<file path="src/rtl/mem_arb_pkg.sv">
`default_nettype none
// ============================================================================
// Module  : mem_arb_pkg
// Purpose : Shared types and constants for the mem_arbiter slice:
//           - FSM state encoding (IDLE / ISSUE / DRAIN / DONE)
//           - beat count per byte access and beat counter width
//           - grant identifiers for the two requesters
// Ports   : none (package)
// Macro   : none
// Revision: 1.0 - initial release
// ============================================================================
package mem_arb_pkg;

  typedef enum logic [1:0] {
    IDLE  = 2'd0,
    ISSUE = 2'd1,
    DRAIN = 2'd2,
    DONE  = 2'd3
  } state_e;

  localparam int BEATS      = 4;
  localparam int BEAT_CNT_W = 2;

  localparam logic GNT_IF  = 1'b0;
  localparam logic GNT_MEM = 1'b1;

endpackage : mem_arb_pkg
`default_nettype wire

</file>
<file path="src/rtl/mem_arbiter_if.sv">
`default_nettype none
// ============================================================================
// Module  : mem_arbiter_if
// Purpose : Bundles the fetch port, the load/store port, the RAM port and the
//           busy flag of mem_arbiter.
// Ports   : if_req/if_addr -> if_done/if_rdata          (fetch requester)
//           mem_req/mem_we/mem_addr/mem_wdata -> mem_done/mem_rdata
//           ram_ce/ram_we/ram_addr/ram_din -> RAM, ram_dout <- RAM
//           busy                                          (status)
// Modports: slave  - the arbiter
//           master - the environment (requesters and RAM)
// Macro   : none
// Revision: 1.0 - initial release
// ============================================================================
interface mem_arbiter_if #(
  parameter int ADDR_W = 16,
  parameter int DATA_W = 8,
  parameter int BEAT_W = 2
);
  logic              if_req;
  logic [ADDR_W-1:0] if_addr;
  logic              if_done;
  logic [DATA_W-1:0] if_rdata;

  logic              mem_req;
  logic              mem_we;
  logic [ADDR_W-1:0] mem_addr;
  logic [DATA_W-1:0] mem_wdata;
  logic              mem_done;
  logic [DATA_W-1:0] mem_rdata;

  logic              ram_ce;
  logic              ram_we;
  logic [ADDR_W-1:0] ram_addr;
  logic [BEAT_W-1:0] ram_din;
  logic [BEAT_W-1:0] ram_dout;

  logic              busy;

  modport slave (
    input  if_req, if_addr, mem_req, mem_we, mem_addr, mem_wdata, ram_dout,
    output if_done, if_rdata, mem_done, mem_rdata,
           ram_ce, ram_we, ram_addr, ram_din, busy
  );

  modport master (
    output if_req, if_addr, mem_req, mem_we, mem_addr, mem_wdata, ram_dout,
    input  if_done, if_rdata, mem_done, mem_rdata,
           ram_ce, ram_we, ram_addr, ram_din, busy
  );

endinterface : mem_arbiter_if
`default_nettype wire

</file>
<file path="src/rtl/mem_arb_pick.sv">
`default_nettype none
// ============================================================================
// Module  : mem_arb_pick
// Purpose : Two-way request picker. Output is only meaningful when at least
//           one request is active.
// Ports   : req_if_i   - fetch request
//           req_mem_i  - load/store request
//           last_gnt_i - port granted most recently (round-robin only)
//           gnt_o      - winning grant ID (GNT_IF / GNT_MEM)
// Macro   : MEM_ARB_RR_EN - defined: round-robin; undefined: MEM has fixed
//           priority over IF.
// Revision: 1.0 - initial release
// ============================================================================
module mem_arb_pick
  import mem_arb_pkg::*;
(
  input  logic req_if_i,
  input  logic req_mem_i,
  input  logic last_gnt_i,
  output logic gnt_o
);

`ifdef MEM_ARB_RR_EN
  // On a tie the port that did not win last time gets the grant.
  always_comb begin
    gnt_o = GNT_IF;
    if (req_if_i && req_mem_i) begin
      gnt_o = (last_gnt_i == GNT_IF) ? GNT_MEM : GNT_IF;
    end else if (req_mem_i) begin
      gnt_o = GNT_MEM;
    end
  end
`else
  // With fixed priority only the MEM request decides the outcome.
  logic w_unused_pick;
  assign w_unused_pick = req_if_i | last_gnt_i;
  assign gnt_o         = req_mem_i ? GNT_MEM : GNT_IF;
`endif

endmodule : mem_arb_pick
`default_nettype wire

</file>
<file path="src/rtl/mem_arbiter.sv">
`default_nettype none
// ============================================================================
// Module  : mem_arbiter
// Purpose : Shares a 2-bit-wide RAM between the instruction-fetch port and the
//           load/store port. Each byte access runs as four RAM beats
//           (low beat first); read beats are reassembled into a byte.
//           One access is in flight at a time.
// Ports   : clk    - clock, posedge
//           rst_n  - asynchronous active-low reset
//           bus    - mem_arbiter_if.slave (requester ports, RAM port, busy)
// Macro   : MEM_ARB_RR_EN - round-robin arbitration on simultaneous requests;
//           without it MEM has fixed priority over IF.
// Revision: 1.0 - initial release
// ============================================================================
module mem_arbiter
  import mem_arb_pkg::*;
#(
  parameter int ADDR_W = 16,
  parameter int DATA_W = 8,
  parameter int BEAT_W = 2
) (
  input  logic          clk,
  input  logic          rst_n,
  mem_arbiter_if.slave  bus
);

  localparam logic [BEAT_CNT_W-1:0] LAST_BEAT = BEAT_CNT_W'(BEATS - 1);
  localparam int                    SHIFT_W   = DATA_W - BEAT_W;

  state_e                state_q, state_d;
  logic [BEAT_CNT_W-1:0] beat_q, beat_d;
  logic                  gnt_q, gnt_d;
  logic                  we_q, we_d;
  logic [ADDR_W-1:0]     addr_q, addr_d;
  logic [DATA_W-1:0]     wdata_q, wdata_d;
  // Holds beats 0..2 of a read; beat 3 arrives straight from the RAM in DRAIN.
  logic [SHIFT_W-1:0]    shift_q, shift_d;
  logic [DATA_W-1:0]     if_rdata_q, if_rdata_d;
  logic [DATA_W-1:0]     mem_rdata_q, mem_rdata_d;

  logic                  gnt_pick;
  logic                  last_gnt;
  logic [DATA_W-1:0]     assembled;

`ifdef MEM_ARB_RR_EN
  logic last_gnt_q, last_gnt_d;
  assign last_gnt = last_gnt_q;
`else
  assign last_gnt = GNT_IF;
`endif

  mem_arb_pick u_pick (
    .req_if_i   (bus.if_req),
    .req_mem_i  (bus.mem_req),
    .last_gnt_i (last_gnt),
    .gnt_o      (gnt_pick)
  );

  assign assembled = {bus.ram_dout, shift_q};

  always_ff @(posedge clk or negedge rst_n) begin
    if (!rst_n) begin
      state_q     <= IDLE;
      beat_q      <= '0;
      gnt_q       <= GNT_IF;
      we_q        <= 1'b0;
      addr_q      <= '0;
      wdata_q     <= '0;
      shift_q     <= '0;
      if_rdata_q  <= '0;
      mem_rdata_q <= '0;
`ifdef MEM_ARB_RR_EN
      last_gnt_q  <= GNT_IF;
`endif
    end else begin
      state_q     <= state_d;
      beat_q      <= beat_d;
      gnt_q       <= gnt_d;
      we_q        <= we_d;
      addr_q      <= addr_d;
      wdata_q     <= wdata_d;
      shift_q     <= shift_d;
      if_rdata_q  <= if_rdata_d;
      mem_rdata_q <= mem_rdata_d;
`ifdef MEM_ARB_RR_EN
      last_gnt_q  <= last_gnt_d;
`endif
    end
  end

  always_comb begin
    state_d     = state_q;
    beat_d      = beat_q;
    gnt_d       = gnt_q;
    we_d        = we_q;
    addr_d      = addr_q;
    wdata_d     = wdata_q;
    shift_d     = shift_q;
    if_rdata_d  = if_rdata_q;
    mem_rdata_d = mem_rdata_q;
`ifdef MEM_ARB_RR_EN
    last_gnt_d  = last_gnt_q;
`endif

    case (state_q)
      IDLE: begin
        if (bus.if_req || bus.mem_req) begin
          gnt_d   = gnt_pick;
          addr_d  = (gnt_pick == GNT_MEM) ? bus.mem_addr : bus.if_addr;
          we_d    = (gnt_pick == GNT_MEM) && bus.mem_we;
          wdata_d = (gnt_pick == GNT_MEM) ? bus.mem_wdata : '0;
          beat_d  = '0;
          state_d = ISSUE;
`ifdef MEM_ARB_RR_EN
          last_gnt_d = gnt_pick;
`endif
        end
      end
      ISSUE: begin
        // RAM latency is one cycle, so in beat k the RAM returns beat k-1.
        if (!we_q && (beat_q != '0)) begin
          shift_d = {bus.ram_dout, shift_q[SHIFT_W-1:BEAT_W]};
        end
        if (beat_q == LAST_BEAT) begin
          state_d = we_q ? DONE : DRAIN;
        end else begin
          beat_d = beat_q + 1'b1;
        end
      end
      DRAIN: begin
        if (gnt_q == GNT_IF) begin
          if_rdata_d = assembled;
        end else begin
          mem_rdata_d = assembled;
        end
        state_d = DONE;
      end
      DONE: begin
        state_d = IDLE;
      end
      default: begin
        state_d = IDLE;
      end
    endcase
  end

  assign bus.ram_ce    = (state_q == ISSUE);
  assign bus.ram_we    = (state_q == ISSUE) && we_q;
  assign bus.ram_addr  = (state_q == ISSUE) ? (addr_q + ADDR_W'(beat_q)) : '0;
  assign bus.ram_din   = (state_q == ISSUE) ? wdata_q[beat_q*BEAT_W +: BEAT_W] : '0;
  assign bus.busy      = (state_q != IDLE);
  assign bus.if_done   = (state_q == DONE) && (gnt_q == GNT_IF);
  assign bus.mem_done  = (state_q == DONE) && (gnt_q == GNT_MEM);
  assign bus.if_rdata  = if_rdata_q;
  assign bus.mem_rdata = mem_rdata_q;

endmodule : mem_arbiter
`default_nettype wire

</file>
<file path="src/flat_wrapper.sv">
// flat-port wrapper written by rule: the top's interface ports become plain ports
module mem_arbiter_flat import mem_arb_pkg::*;
#(
  parameter int ADDR_W = 16,
  parameter int DATA_W = 8,
  parameter int BEAT_W = 2
)
  (clk, rst_n, bus_if_req, bus_if_addr, bus_mem_req, bus_mem_we, bus_mem_addr, bus_mem_wdata, bus_ram_dout, bus_if_done, bus_if_rdata, bus_mem_done, bus_mem_rdata, bus_ram_ce, bus_ram_we, bus_ram_addr, bus_ram_din, bus_busy);
  mem_arbiter_if #(.ADDR_W(ADDR_W), .DATA_W(DATA_W), .BEAT_W(BEAT_W)) bus_i ();
  input  logic clk;
  input  logic rst_n;
  input wire logic [$bits(bus_i.if_req)-1:0] bus_if_req;
  input wire logic [$bits(bus_i.if_addr)-1:0] bus_if_addr;
  input wire logic [$bits(bus_i.mem_req)-1:0] bus_mem_req;
  input wire logic [$bits(bus_i.mem_we)-1:0] bus_mem_we;
  input wire logic [$bits(bus_i.mem_addr)-1:0] bus_mem_addr;
  input wire logic [$bits(bus_i.mem_wdata)-1:0] bus_mem_wdata;
  input wire logic [$bits(bus_i.ram_dout)-1:0] bus_ram_dout;
  output wire logic [$bits(bus_i.if_done)-1:0] bus_if_done;
  output wire logic [$bits(bus_i.if_rdata)-1:0] bus_if_rdata;
  output wire logic [$bits(bus_i.mem_done)-1:0] bus_mem_done;
  output wire logic [$bits(bus_i.mem_rdata)-1:0] bus_mem_rdata;
  output wire logic [$bits(bus_i.ram_ce)-1:0] bus_ram_ce;
  output wire logic [$bits(bus_i.ram_we)-1:0] bus_ram_we;
  output wire logic [$bits(bus_i.ram_addr)-1:0] bus_ram_addr;
  output wire logic [$bits(bus_i.ram_din)-1:0] bus_ram_din;
  output wire logic [$bits(bus_i.busy)-1:0] bus_busy;
  assign bus_i.if_req = bus_if_req;
  assign bus_i.if_addr = bus_if_addr;
  assign bus_i.mem_req = bus_mem_req;
  assign bus_i.mem_we = bus_mem_we;
  assign bus_i.mem_addr = bus_mem_addr;
  assign bus_i.mem_wdata = bus_mem_wdata;
  assign bus_i.ram_dout = bus_ram_dout;
  assign bus_if_done = bus_i.if_done;
  assign bus_if_rdata = bus_i.if_rdata;
  assign bus_mem_done = bus_i.mem_done;
  assign bus_mem_rdata = bus_i.mem_rdata;
  assign bus_ram_ce = bus_i.ram_ce;
  assign bus_ram_we = bus_i.ram_we;
  assign bus_ram_addr = bus_i.ram_addr;
  assign bus_ram_din = bus_i.ram_din;
  assign bus_busy = bus_i.busy;
  mem_arbiter #(.ADDR_W(ADDR_W), .DATA_W(DATA_W), .BEAT_W(BEAT_W)) u_core (.clk(clk), .rst_n(rst_n), .bus(bus_i));
endmodule
</file>
<file path="config.mk">
export PLATFORM = sky130hd
export DESIGN_NAME = mem_arbiter_flat
export DESIGN_NICKNAME = d
export VERILOG_FILES = /design/src/rtl/mem_arb_pkg.sv /design/src/rtl/mem_arbiter_if.sv /design/src/rtl/mem_arb_pick.sv /design/src/rtl/mem_arbiter.sv /design/src/flat_wrapper.sv
export SDC_FILE = /design/constraint.sdc
export NUM_CORES = 1
export LEC_CHECK = 0
export ABC_AREA = 0
export CORE_AREA = 2 2 88 82
export DETAILED_ROUTE_END_ITERATION = 8
export DIE_AREA = 0 0 90 84
export PLACE_DENSITY_LB_ADDON = 0.05
export RECOVER_POWER = 50
export SLEW_MARGIN = 10
export SYNTH_ARGS = -nofsm -noshare
export SYNTH_HDL_FRONTEND = slang
export SYNTH_SLANG_ARGS = --single-unit
</file>
<file path="constraint.sdc">
create_clock -name clk -period 2 [get_ports clk]
set_input_delay 0.4 -clock clk [delete_from_list [all_inputs] [get_ports clk]]
set_output_delay 0.4 -clock clk [all_outputs]
set_load 0.01 [all_outputs]
</file>
# Word-level counts from Yosys, hierarchy flattened
# Cells that the tools add are included.
# totals
input_bits,47
out_inout_bits,39
wordCells,49
ff_bits,52
# classes
shifts,1
eq_ne,7
bitwise,1
n_reduce_logical,17
addsub,2
mux,12
# op_table
cell,n
two-way mux 16 bit,2
adder 16 x 2 -> 16 bit,1
two-way mux 2 bit,5
AND reduction 2 bit,5
two-way mux 8 bit,1
one-hot mux 2 bit (4 select lines),1
indexed part select 8 x 4 -> 2 bit,1
"equality test 2 bit, second input constant",3
nonzero test 2 bit,3
logical AND 1 bit,5
"!= test 2 x 1 -> 1 bit, second input constant",2
one-hot mux 2 bit (2 select lines),1
AND reduction 3 bit,1
"adder 2 x 1 -> 2 bit, second input constant",1
"equality test 2 x 1 -> 1 bit, second input constant",1
zero test 2 bit,1
two-way mux 1 bit,2
"!= test 2 bit, second input constant",1
zero test 1 bit,1
logical OR 1 bit,1
NOT 1 bit,1

# Logic depth before layout (Yosys ltp)
# depth
ltp_word,3
mapped_depth,6
ltp_nobuf,6

# Hierarchy
# A second synthesis with hierarchy kept.
# unflattened
hier_cells,267
hier_area_um2,2728.9
# modules_own_cells
module,instances,cells_per_inst,seq_area_each_um2,area_each_um2
mem_arbiter,1,266,1301.2,2721.4
mem_arb_pick,1,1,0.0,7.5

# Worst setup path after synthesis
# No wires, ideal clock.
# synth_timing
path_kind,flip-flop to output port
from,reg u_core.beat_q[1]
to,out bus_ram_addr[15]
required_ns,1.600
path_slack_ns,-0.107
stages_incl_launch_ff,6
path_buffers,0
t_arrival_ns,1.707
path_cell_list,dfrtp_1 ha_1 a21o_1 nand2_1 or4_1 a21oi_1
# synth_between
elab_chain_len,2
# synth_lines
item,line,rtl
from (decl),mem_arbiter.sv:31,"logic [BEAT_CNT_W-1:0] beat_q, beat_d;"
from (signal assigned),mem_arbiter.sv:77,beat_q <= beat_d;
adder 16 x 2 -> 16 bit,mem_arbiter.sv:149,assign bus.ram_addr = (state_q == ISSUE) ? (addr_q + ADDR_W'(beat_q)) : '0;
two-way mux 16 bit,mem_arbiter.sv:149,
to (decl),flat_wrapper.sv:25,output wire logic [$bits(bus_i.ram_addr)-1:0] bus_ram_addr;
# Every way passes these cells.

# Final worst setup path
# Same ends and word-level chain as after synthesis.

==> flow_metrics.env <==
export IMPL_async_flop_share=1.00
export IMPL_instances_no_fill=500
export IMPL_tightest_slew_ns=0.891
export IMPL_drt_initial_drc_count=72
export IMPL_cp_end_kind="output pin"
export IMPL_worstHoldPathType="in2async"
export IMPL_avgSynthCellArea_um2=9.68
export IMPL_maxCapViolCount=0
export IMPL_synth_adder_area_share=0.0486
export IMPL_synthCells=282
export IMPL_yosys_top_cells_count="73 x nand2_1, 52 x dfrtp_1, 22 x o21ai_0"
export IMPL_power_switching_mw=2.15
export IMPL_drc=0
export IMPL_grt_max_degree=43
export IMPL_combPwrFrac=0.547
export IMPL_finalCritPeriodShare=1.15
export IMPL_fmax_ghz=0.435
export IMPL_grt_pass1_wl_um=11200
export IMPL_clk_pin_slew_ns=0.09
export IMPL_cts_tree="yes"
export IMPL_ys_ff_latch=52
export IMPL_setup_slack_ns=-0.300
export IMPL_fillers=625
export IMPL_portBuffers=85
export IMPL_cts_sinks=52
export IMPL_synth_area_top_cells="dfrtp_1 48%, nand2_1 10%, mux2i_1 5.9%"
export IMPL_vias=2393
export IMPL_synthMuxAreaShare=0.133
export IMPL_via_per_inst=4.79
export IMPL_synth_area_um2=2730
export IMPL_skew_ns=0.00510
export IMPL_grt_usage=0.182
export IMPL_swShare=0.369
export IMPL_ys_types=40
export IMPL_dieArea_um2=7560
export IMPL_setup_viol=17
export IMPL_violations="negative setup slack"
export IMPL_pwr_share_clk=0.130
export IMPL_layout_drive_gt1_share=0.263
export IMPL_cts_buffers=5
export IMPL_yosysMostFrequentCell="nand2_1"
export IMPL_area_growth_pct=51.3
export IMPL_internal_power_mw=3.67
export IMPL_cts_root_buf="clkbuf_8"
export IMPL_diodes=0
export IMPL_synth_top_family_by_area="simple AND/OR/NAND/NOR gates"
export IMPL_worst_hold_slack_ns=0.178
export IMPL_crit_path_start_kind="register"
export IMPL_placedCellCount=489
export IMPL_synth_compound_area_frac=0.0665
export IMPL_slew_headroom=0.406
export IMPL_syn_nets=339
export IMPL_rsz0062_at_grt="yes"
export IMPL_grt_antenna_before_repair=0
export IMPL_post_route_util=0.612
export IMPL_grt_overflow_total=0
export IMPL_place_ws_ns=-0.399
export IMPL_yosysTopAreaCellShare=0.477
export IMPL_cts_hold_buf=0
export IMPL_period_minus_slack_ns=2.30
export IMPL_status="finished, violations left"
export IMPL_synth_main_ff_cell="dfrtp_1"
export IMPL_synthSimpleGateAreaFrac=0.214
export IMPL_p_leak_nw=1.94
export IMPL_wl_per_cell_um=13.0
export IMPL_routabilityCongestion=0.842
export IMPL_h_tree_depth=2
export IMPL_clk_latency_ns=0.30
export IMPL_dr_pass1_iters=4
export IMPL_criticalPathCategory="reg2out"
export IMPL_synth_xor_area_frac=0.0353
export IMPL_path_max_fanout=4
export IMPL_coreArea_um2=6750
export IMPL_io_pins=86
export IMPL_seqPwrFrac=0.324
export IMPL_rows=29
export IMPL_ys_seq_area_frac=0.477
export IMPL_p_per_area_nw_per_um2=1410
export IMPL_die_height_um=84
export IMPL_regToRegSetupSlack_ns=0.16
export IMPL_drt_wl_total_um=6500
export IMPL_finalHoldViolCount=0
export IMPL_cts_buffer_depth=2
export IMPL_required_ns=1.60
export IMPL_synth_edf_count=0
export IMPL_yosys_area_top_type="dfrtp_1"
export IMPL_slew_viol_final=0
export IMPL_grt_pass1_vias=2427
export IMPL_yosys_warnings=0
export IMPL_ant_nets=0
export IMPL_start_util=0.404
export IMPL_arrival_ns=1.90
export IMPL_fin_nets=463
export IMPL_die_w_um=90
export IMPL_peakVddDrop_uv=772
export IMPL_dpl_hpwl_um=4870
[routing by layer]
layer,vias to the layer above,wire (µm),track usage
met3,7,307,0.0434
met5,-,0,0
li1,1211,-,-
met4,0,80,0.0545
met1,1117,3080,0.239
met2,58,3040,0.301
[final timing paths]
path / start / to / depth (start not counted)
min reg2reg: u_core.wdata_q[1] / u_core.wdata_q[1] / 2
max in group asynchronous: rst_n / u_core.wdata_q[4] / 2
min in group clk: u_core.wdata_q[1] / u_core.wdata_q[1] / 2
max: u_core.beat_q[1] / bus_ram_addr[15] / 6
max reg2reg: u_core.state_q[1] / u_core.state_q[0] / 7
min: rst_n / u_core.shift_q[5] / 1
[area by class of cell]
type	count	area (µm²)	area share
clock buffers	6	82.6	0.0200
clock inverters	2	38.8	0.00940
inverters	7	26.3	0.00637
multi-input cells	212	1440	0.350
flip-flops and latches	52	1300	0.316
well taps	93	116	0.0282
repair buffers	128	1120	0.271
[repair_timing]
action,CTS,global route
endpoints found under the setup margin,23,18
gates resized for setup,81,14
gates cloned,0,0
pin swaps,16,6
buffers inserted,1,2
hold endpoints to repair,0,0
[critical path, cell delays in order, from the launching register on]
cell and delay (ns):
dfrtp_2 0.43, ha_4 0.26, a21o_1 0.13, nand2_2 0.09
or4_4 0.43, a21oi_2 0.12, buf_2 0.13
[cell families (layout without fill, tap and decap cells)]
group,after synthesis,after routing
AOI/OAI and AO/OA,33,33
xor gates and xnor gates,11,11
adders and majority gates,10,10
DFF,52,52
and+or+nand+nor,126,126
muxes,32,32
buffers and inverters,18,143
[sequential cells by signal, summed over array words and instances, names as in the netlist]
name,flops
u_core.addr_q,16
u_core.beat_q,2
u_core.bus.if_rdata,8
u_core.bus.mem_rdata,8
u_core.gnt_q,1
u_core.shift_q,6
u_core.state_q,2
u_core.wdata_q,8
u_core.we_q,1
[placed cells by master (no fill, tap or decap), types with 13 or more instances in the layout]
cell type	n
buf_4	34
mux2_2	14
clkdlybuf4s50_1	61
o21ai_0	22
nand2_1	70
mux2i_1	16
nor2_1	13
nand3_1	13
buf_2	13
dfrtp_1	51
[metrics by stage]
stage / total power, mW / area [µm²] / TNS (ns)
global placement: 5.03 / 4000 / -4.02
detailed placement: 5.09 / 4000 / -4.26
CTS: 5.79 / 4110 / -3.53
floorplan: 3.41 / 2740 / 0
global route: 6.32 / 4130 / -5.04
finish: 5.81 / 4130 / -3.00
[power by group through the flow]
stage	clock (mW)	sequential, mW	combinational, mW
final	0.754	1.88	3.18
after global routing	0.819	1.96	3.55
after CTS	0.779	1.88	3.13
after detailed placement	0	1.89	3.20
after global placement	0	1.88	3.15
after floorplan	0	2.01	1.40
Power figures use the tool's default switching activity.
